## src/rtl/demod_seq.sv

```systemverilog
// rtl/demod_seq.sv - IQ demodulator sequencer: ADC strobe, fs/4 LO phase, warm-up blanking, drain
module demod_seq #(
    parameter int DIV       = 5,
    parameter int WARMUP    = 8,
    parameter int DEMOD_LAT = 1
) (
    input  logic        clk,
    input  logic        reset,
    input  logic        en,
    output logic        ADC_rdy,
    output logic [1:0]  cosine_out,
    output logic [1:0]  sine_out,
    output logic        bb_valid,
    output logic        busy,
    output logic [1:0]  state_o,
    output logic [15:0] sample_cnt
);

    typedef enum logic [1:0] {
        S_IDLE   = 2'b00,
        S_WARMUP = 2'b01,
        S_RUN    = 2'b10,
        S_DRAIN  = 2'b11
    } state_t;

    localparam logic [7:0] DIV_LAST  = 8'(DIV - 1);
    localparam logic [7:0] LAT_LAST  = 8'(DEMOD_LAT - 1);
    localparam logic [7:0] WARM_LAST = 8'(WARMUP - 1);

    state_t                 state_q, state_d;
    logic [7:0]             div_q, div_d;       // strobe divider; reused as drain timer in DRAIN
    logic [1:0]             phase_q, phase_d;
    logic [7:0]             warm_q, warm_d;
    logic [DEMOD_LAT-1:0]   dly_q, dly_d;       // RUN strobes in flight through the demod
    logic [15:0]            cnt_q, cnt_d;
    logic                   adc_q, adc_d;
    logic                   busy_q, busy_d;
    logic [3:0]             lo_q, lo_d;         // {cos, sin}
    logic                   push;

    // Next-state logic for sequencer, divider, LO phase and delay line
    always_comb begin
        state_d = state_q;
        div_d   = div_q;
        phase_d = phase_q;
        warm_d  = warm_q;
        cnt_d   = cnt_q;
        dly_d   = '0;
        push    = 1'b0;
        case (state_q)
            S_IDLE: begin
                div_d   = '0;
                phase_d = '0;
                if (en) begin
                    state_d = (WARMUP == 0) ? S_RUN : S_WARMUP;
                    warm_d  = '0;
                    cnt_d   = '0;
                end
            end
            S_WARMUP: begin
                div_d = (div_q == DIV_LAST) ? 8'd0 : div_q + 8'd1;
                if (adc_q) begin
                    phase_d = phase_q + 2'd1;
                end
                if (!en) begin
                    // Abort has priority over the WARMUP -> RUN move
                    state_d = S_IDLE;
                    div_d   = '0;
                    phase_d = '0;
                end else if (adc_q) begin
                    warm_d = warm_q + 8'd1;
                    if (warm_q == WARM_LAST) begin
                        state_d = S_RUN;
                    end
                end
            end
            S_RUN: begin
                div_d = (div_q == DIV_LAST) ? 8'd0 : div_q + 8'd1;
                // A strobe visible this cycle is in flight even if en drops at its closing edge
                push  = adc_q;
                if (adc_q) begin
                    phase_d = phase_q + 2'd1;
                end
                if (!en) begin
                    state_d = S_DRAIN;
                    div_d   = '0;
                end
            end
            default: begin
                if (div_q == LAT_LAST) begin
                    state_d = S_IDLE;
                    div_d   = '0;
                    phase_d = '0;
                end else begin
                    div_d = div_q + 8'd1;
                end
            end
        endcase

        dly_d[0] = push;
        for (int i = 1; i < DEMOD_LAT; i++) begin
            dly_d[i] = dly_q[i-1];
        end
        // sample_cnt moves on the same edge that raises bb_valid
        cnt_d = cnt_d + 16'(dly_d[DEMOD_LAT-1]);
    end

    // Registered output decode so every output is glitch-free
    always_comb begin
        adc_d  = ((state_d == S_WARMUP) || (state_d == S_RUN)) && (div_d == DIV_LAST);
        busy_d = (state_d != S_IDLE);
        case (phase_d)
            2'd0:    lo_d = 4'b0100;
            2'd1:    lo_d = 4'b0001;
            2'd2:    lo_d = 4'b1100;
            default: lo_d = 4'b0011;
        endcase
    end

    // State and output registers with asynchronous reset
    always_ff @(posedge clk or posedge reset) begin
        if (reset) begin
            state_q <= S_IDLE;
            div_q   <= '0;
            phase_q <= '0;
            warm_q  <= '0;
            dly_q   <= '0;
            cnt_q   <= '0;
            adc_q   <= 1'b0;
            busy_q  <= 1'b0;
            lo_q    <= 4'b0100;
        end else begin
            state_q <= state_d;
            div_q   <= div_d;
            phase_q <= phase_d;
            warm_q  <= warm_d;
            dly_q   <= dly_d;
            cnt_q   <= cnt_d;
            adc_q   <= adc_d;
            busy_q  <= busy_d;
            lo_q    <= lo_d;
        end
    end

    assign ADC_rdy    = adc_q;
    assign bb_valid   = dly_q[DEMOD_LAT-1];
    assign busy       = busy_q;
    assign state_o    = state_q;
    assign sample_cnt = cnt_q;
    assign cosine_out = lo_q[3:2];
    assign sine_out   = lo_q[1:0];

endmodule

```

## config.mk

```make
export PLATFORM = sky130hd
export DESIGN_NAME = demod_seq
export DESIGN_NICKNAME = d
export VERILOG_FILES = /design/src/rtl/demod_seq.sv
export SDC_FILE = /design/constraint.sdc
export NUM_CORES = 1
export LEC_CHECK = 0
export CAP_MARGIN = 20
export CELL_PAD_IN_SITES_DETAIL_PLACEMENT = 1
export CELL_PAD_IN_SITES_GLOBAL_PLACEMENT = 1
export CORE_MARGIN = 1.5
export CORE_UTILIZATION = 39
export DETAILED_ROUTE_END_ITERATION = 10
export PLACE_DENSITY_LB_ADDON = 0.1
export SYNTH_ARGS = -nofsm -noshare
export SYNTH_HDL_FRONTEND = slang
export SYNTH_SLANG_ARGS = --single-unit
```

## constraint.sdc

```tcl
create_clock -name clk -period 2.41 [get_ports clk]
set_clock_uncertainty 0.2 [all_clocks]
set_input_delay 0.241 -clock clk [delete_from_list [all_inputs] [get_ports clk]]
set_output_delay 0.241 -clock clk [all_outputs]
set_load 0.01 [all_outputs]
```

==> flow_summary.json, run 1 <==
{
  "htree_levels": 2,
  "drive_above_1_share": 0.172,
  "drt_iter0_drc": 61,
  "synthTopCellsByCount": "dfrtp_1, nand2_1, nor2_1",
  "dr.pass1.iters": 4,
  "yosys.area.top_type": "dfrtp_1",
  "setup_tns_ns": 0,
  "critPathKind": "reg -> reg",
  "sw_frac_of_total": 0.211,
  "worstMarginPinSlew_ns": 0.541,
  "synth_edf_count": 0,
  "grt_pass1_wl_um": 9580,
  "boundaryPins": 28,
  "core_um2": 5920,
  "io_buffers": 27,
  "drt-total-wl_um": 5600,
  "startpoint_type": "register",
  "cp_max_fo": 6,
  "synthFlopType": "dfrtp_1",
  "dp_hpwl_um": 4200,
  "syn_inst": 249,
  "synth_top_area_frac": 0.431,
  "die_area_um2": 6580,
  "fp.dieW_um": 81.1,
  "synthSimpleGateAreaFrac": 0.240,
  "grt_usage": 0.189,
  "ctsHoldBuffers": 0,
  "clock_latency_ns": 0.30,
  "antenna_found_initial": 0,
  "cpLargestDelayFamily": "simple AND/OR/NAND/NOR gates",
  "hp-class": "in -> async",
  "ys_seq_area_frac": 0.442,
  "synthMuxAreaShare": 0.0174,
  "cts_tree": "done",
  "clock_sinks": 42,
  "p_total_mw": 1.30,
  "max_slew_margin": 0.639,
  "nNetsFinal": 309,
  "grt_pass1_vias": 1991,
  "antenna_left": 0,
  "crit_path_max_incr_delay_ns": 0.43,
  "slowest_stage": "dfrtp_2",
  "cp.required_ns": 2.44,
  "p_comb_frac": 0.022,
  "finalHoldViolCount": 0,
  "fin_util": 0.506,
  "grt-ovfl-total": 0,
  "synth_area_um2": 2380,
  "grt_max_degree": 43,
  "setup_viol": 0,
  "die_h_um": 81.1,
  "wl_per_cell_um": 15.1,
  "synth-warning-count": 0,
  "p_seq_frac": 0.543,
  "synthArstFlopShare": 1.00,
  "slew_viol_final": 0,
  "n_antenna_cell": 0,
  "fill_cells": 683,
  "clockRootBuffer": "clkbuf_8",
  "critical_path_arrival_ns": 2.34,
  "synth_cell_types": 50,
  "path_buf_inv": 1,
  "internal-power_mw": 1.02,
  "clockBufferDepth": 2,
  "synth_top_family_by_area": "simple AND/OR/NAND/NOR gates",
  "pwr-share-clk": 0.435,
  "cellLeakagePower_nw": 1.32,
  "ys_seq_elements": 42,
  "synth_compound_area_frac": 0.136,
  "vias": 1972,
  "syn_area_per_cell_um2": 9.56,
  "p_switching_mw": 0.273,
  "fin_crit_sh": 0.957,
  "drc": 0,
  "post-synth-top-count-cell": "dfrtp_1",
  "via_per_inst": 5.32,
  "drv_cap": 0,
  "post-route-min-period_ns": 2.31,
  "syn_nets": 263,
  "synth-xor-area-share": 0.0662,
  "synthToLayoutAreaGrowth_pct": 25.9,
  "p_per_area_nw_per_um2": 433,
  "path_cells": "inv_2 -> ha_2 -> nand2_4 -> and2_4 -> ha_2 -> ha_2 -> and2_4 -> nand4_1 -> or3_4 -> a21oi_2",
  "critPathMostFrequentCell": "ha_2",
  "end_kind": "register",
  "synthAdderAreaFrac": 0.0578,
  "peakVddDrop_mv": 0.312,
  "synth_area_leaders": "dfrtp_1, ha_1, nand2_1",
  "status": "complete, no violations",
  "cts_buffers": 5,
  "start_util": 0.402,
  "place_congestion": 0.732,
  "num_rows": 28,
  "path_clk_slew_ns": 0.08,
  "max_freq_mhz": 434
}
## state kept, by name, summed over array words and instances (netlist names)
| register | cells |
|---|---|
| sample_cnt | 16 |
| div_q | 8 |
| warm_q | 8 |
| lo_q | 4 |
| state_o | 2 |
| ADC_rdy | 1 |
| bb_valid | 1 |
| busy | 1 |
| phase_q | 1 |
## tightest hold or removal path, cell delays in order
cell             delay (ns)
clkdlybuf4s50_1        0.40
clkinv_1               0.05
buf_4                  0.45
## power by group through the flow
stage / registers [mW] / logic [mW] / clock network (mW)
finish: 0.704 / 0.0284 / 0.564
global route: 0.704 / 0.0324 / 0.610
CTS: 0.704 / 0.0300 / 0.577
detailed placement: 0.718 / 0.0298 / 0
global placement: 0.718 / 0.0300 / 0
floorplan: 0.718 / 0.0155 / 0
## routing by layer
metal	track usage	wire, µm
met3	0.0404	164
met5	0	0
met4	0.0603	72
met1	0.240	2570
met2	0.319	2790
## cells by family after synthesis
kind of cell,after synthesis
flops,42
fa+ha+maj,11
compound gates,47
xor+xnor,18
mux,4
simple gates,107
buf+inv,20
## area by class of cell
class / instances / area [µm²] / share of cell area
Timing Repair Buffer: 50 / 443 / 0.148
Sequential cell: 42 / 1050 / 0.352
Clock inverter: 1 / 30.0 / 0.0100
Clock buffer: 7 / 76.3 / 0.0255
Multi-Input combinational cell: 187 / 1260 / 0.422
Tap cell: 75 / 93.8 / 0.0313
Inverter: 9 / 33.8 / 0.0113
## cells in the final DEF, fill, tap and decap left out, types with 3 or more instances in the layout
cell type and n:
xnor2_1 9, inv_1 6, and2_4 3, nand4_1 5, buf_4 23, clkdlybuf4s50_1 27
nand3_1 9, and3_1 5, nor3_1 4, and2_1 5, nand2_1 30, or3_1 6
xor2_1 9, ha_2 3, nor2_1 22, a21oi_1 9, a22o_1 4, o21ai_0 15
clkbuf_8 5, mux2i_1 3, ha_1 8, dfrtp_1 39
## worst paths after layout
path                                 startpoint                        to  slack (ns)  cells after the start
max                        state_o[1]$_DFF_PP0_  sample_cnt[12]$_DFF_PP0_        0.10                     10
min reg2reg                  div_q[0]$_DFF_PP0_        div_q[0]$_DFF_PP0_        0.36                      2
max in group asynchronous                 reset      state_o[0]$_DFF_PP0_        1.43                      3
min in group clk             div_q[0]$_DFF_PP0_        div_q[0]$_DFF_PP0_        0.36                      2
min                                       reset        div_q[5]$_DFF_PP0_        0.18                      3
max reg2reg                state_o[1]$_DFF_PP0_  sample_cnt[12]$_DFF_PP0_        0.10                     10
## timing repair
action	4_1_cts	5_1_grt
setup buffers	0	1
setup endpoints to repair	0	6
resized for setup	0	9
## stage by stage
| stage | instance area, µm² | worst slack, ns | cells | hold WS [ns] |
|---|---|---|---|---|
| after detailed placement | 2860 | -0.0347 | 362 | 0.346 |
| after global placement | 2860 | 0.0370 | 362 | 0.325 |
| after floorplan | 2390 | 0.00789 | 249 | 0.275 |
| after CTS | 2970 | 0.0364 | 370 | 0.201 |
| final | 3000 | 0.104 | 371 | 0.177 |
| after global routing | 3000 | -0.0000862 | 371 | 0.243 |
(Power assumes the default switching activity.)
==> inputs of run 2 (changes only) <==
--- a/config.mk
+++ b/config.mk
@@ -12,6 +12,7 @@
 export CORE_UTILIZATION = 39
 export DETAILED_ROUTE_END_ITERATION = 10
 export PLACE_DENSITY_LB_ADDON = 0.1
+export REMOVE_ABC_BUFFERS = 1
 export SYNTH_ARGS = -nofsm -noshare
 export SYNTH_HDL_FRONTEND = slang
 export SYNTH_SLANG_ARGS = --single-unit
==> flow_summary.json, run 2 (same netlist as run 1, synthesis figures left out) <==
{
  "met3_usage": 0.0416,
  "end_kind": "register",
  "synthToLayoutAreaGrowth_pct": 26.4,
  "place_congestion": 0.738,
  "antenna_found_initial": 0,
  "max_freq_mhz": 441,
  "final_cell_mix": "dfrtp_1, nand2_1, clkdlybuf4s50_1, buf_4, nor2_1",
  "via_per_inst": 5.19,
  "clockBufferDepth": 2,
  "drt-total-wl_um": 5670,
  "grt_max_degree": 25,
  "dp_hpwl_um": 4370,
  "grt-ovfl-total": 0,
  "cellLeakagePower_nw": 1.33,
  "worstMarginPinSlew_ns": 0.717,
  "clock_latency_ns": 0.30,
  "grt_busiest_layer": "met2",
  "finalHoldViolCount": 0,
  "cp.required_ns": 2.40,
  "hp-class": "in -> async",
  "vias": 1937,
  "grt_pass1_wl_um": 9650,
  "fin_crit_sh": 0.940,
  "startpoint_type": "register",
  "slew_viol_final": 0,
  "p_per_area_nw_per_um2": 430,
  "status": "complete, no violations",
  "die_h_um": 81.1,
  "antenna_left": 0,
  "grt_pass1_vias": 1927,
  "drv_cap": 0,
  "start_util": 0.402,
  "boundaryPins": 28,
  "cts_tree": "done",
  "setup_tns_ns": 0,
  "critPathKind": "reg -> reg",
  "drt_iter0_drc": 36,
  "drive_above_1_share": 0.174,
  "setup_viol": 0,
  "die_area_um2": 6580,
  "gr-usage-met1": 0.264,
  "dr.pass1.iters": 4,
  "ctsHoldBuffers": 0,
  "grt_usage": 0.195,
  "clockRootBuffer": "clkbuf_8",
  "num_rows": 28,
  "use_met2": 0.314,
  "nNetsFinal": 311,
  "core_um2": 5920,
  "max_slew_margin": 0.519,
  "largest_reg_flops": 16,
  "drc": 0,
  "peakVddDrop_mv": 0.194,
  "post-route-min-period_ns": 2.27,
  "p_total_mw": 1.29,
  "cp_max_fo": 6,
  "io_buffers": 27,
  "htree_levels": 2,
  "critical_path_arrival_ns": 2.25,
  "wl_per_cell_um": 15.2,
  "clock_sinks": 42,
  "rsz0062_at_grt": "false",
  "layout_commonest_cell": "dfrtp_1",
  "n_antenna_cell": 0,
  "path_clk_slew_ns": 0.09,
  "cts_buffers": 5,
  "fp.dieW_um": 81.1
}
run 2: cell types whose count changed in the layout (fill, tap and decap cells not counted), moves of 2 or more:
cell	delta
clkbuf_1	-2
clkinv_2	+2
dfrtp_1	+2
dfrtp_2	-2
ha_1	-2
ha_2	+2
run 2: final cells by class:
cell class                      count  area (µm²)
Fill cell                         688        2910
Sequential cell                    42        1050
Tap cell                           75        93.8
Timing Repair Buffer               52         470
Clock inverter                      3        40.0
Multi-Input combinational cell    187        1250
Inverter                            9        33.8
Clock buffer                        5        68.8
run 2: repair_timing:
action / 4_1_cts / 5_1_grt
endpoints found under the setup margin: 0 / 3
buffers inserted: 0 / 2
hold endpoints to repair: 0 / 0
resized for setup: 0 / 11
run 2: path summary, 6_finish.rpt:
check / start / cells after the start / slack, ns / end
worst max-delay path: state_o[0]$_DFF_PP0_ / 11 / 0.14 / ADC_rdy$_DFF_PP0_
worst min-delay path: reset / 2 / 0.06 / lo_q[0]$_DFF_PP0_
worst max register to register: state_o[0]$_DFF_PP0_ / 11 / 0.14 / ADC_rdy$_DFF_PP0_
worst min register to register: div_q[0]$_DFF_PP0_ / 2 / 0.34 / div_q[0]$_DFF_PP0_
max in group asynchronous: reset / 3 / 1.42 / lo_q[3]$_DFF_PP0_
min in group clk: div_q[0]$_DFF_PP0_ / 2 / 0.34 / div_q[0]$_DFF_PP0_
run 2: report_power, final:
part	internal [mW]	leakage, nW	switching (mW)
Sequential	0.704	0.548	0
Combinational	0.00992	0.722	0.0198
Clock	0.305	0.0579	0.256
run 2: routing by layer:
| layer | routed length, µm | vias up |
|---|---|---|
| li1 | - | 975 |
| met1 | 2870 | 934 |
| met2 | 2580 | 21 |
| met3 | 150 | 7 |
| met4 | 69 | 0 |
| met5 | 0 | - |
run 2: through the flow:
| step | hold slack [ns] | util | worst slack, ns | instances | instance area, µm² |
|---|---|---|---|---|---|
| final | 0.0645 | 0.508 | 0.145 | 373 | 3010 |
| after global placement | 0.327 | 0.484 | 0.0548 | 363 | 2870 |
| after CTS | 0.0856 | 0.503 | 0.0355 | 371 | 2980 |
| after detailed placement | 0.339 | 0.484 | 0.00312 | 363 | 2870 |
| after global routing | 0.105 | 0.508 | 0.0166 | 373 | 3010 |
| after floorplan | 0.211 | - | -0.209 | 238 | 2320 |
run 2: worst max-delay path, cell delays in order, from the launching register on:
cell and delay (ns):
dfrtp_1 0.41, buf_4 0.14, buf_4 0.14, ha_2 0.21
mux2i_1 0.14, a21oi_1 0.08, a41o_1 0.22, o2bb2ai_1 0.14
ha_1 0.24, nand2_1 0.07, nor2_1 0.04, o211a_1 0.12
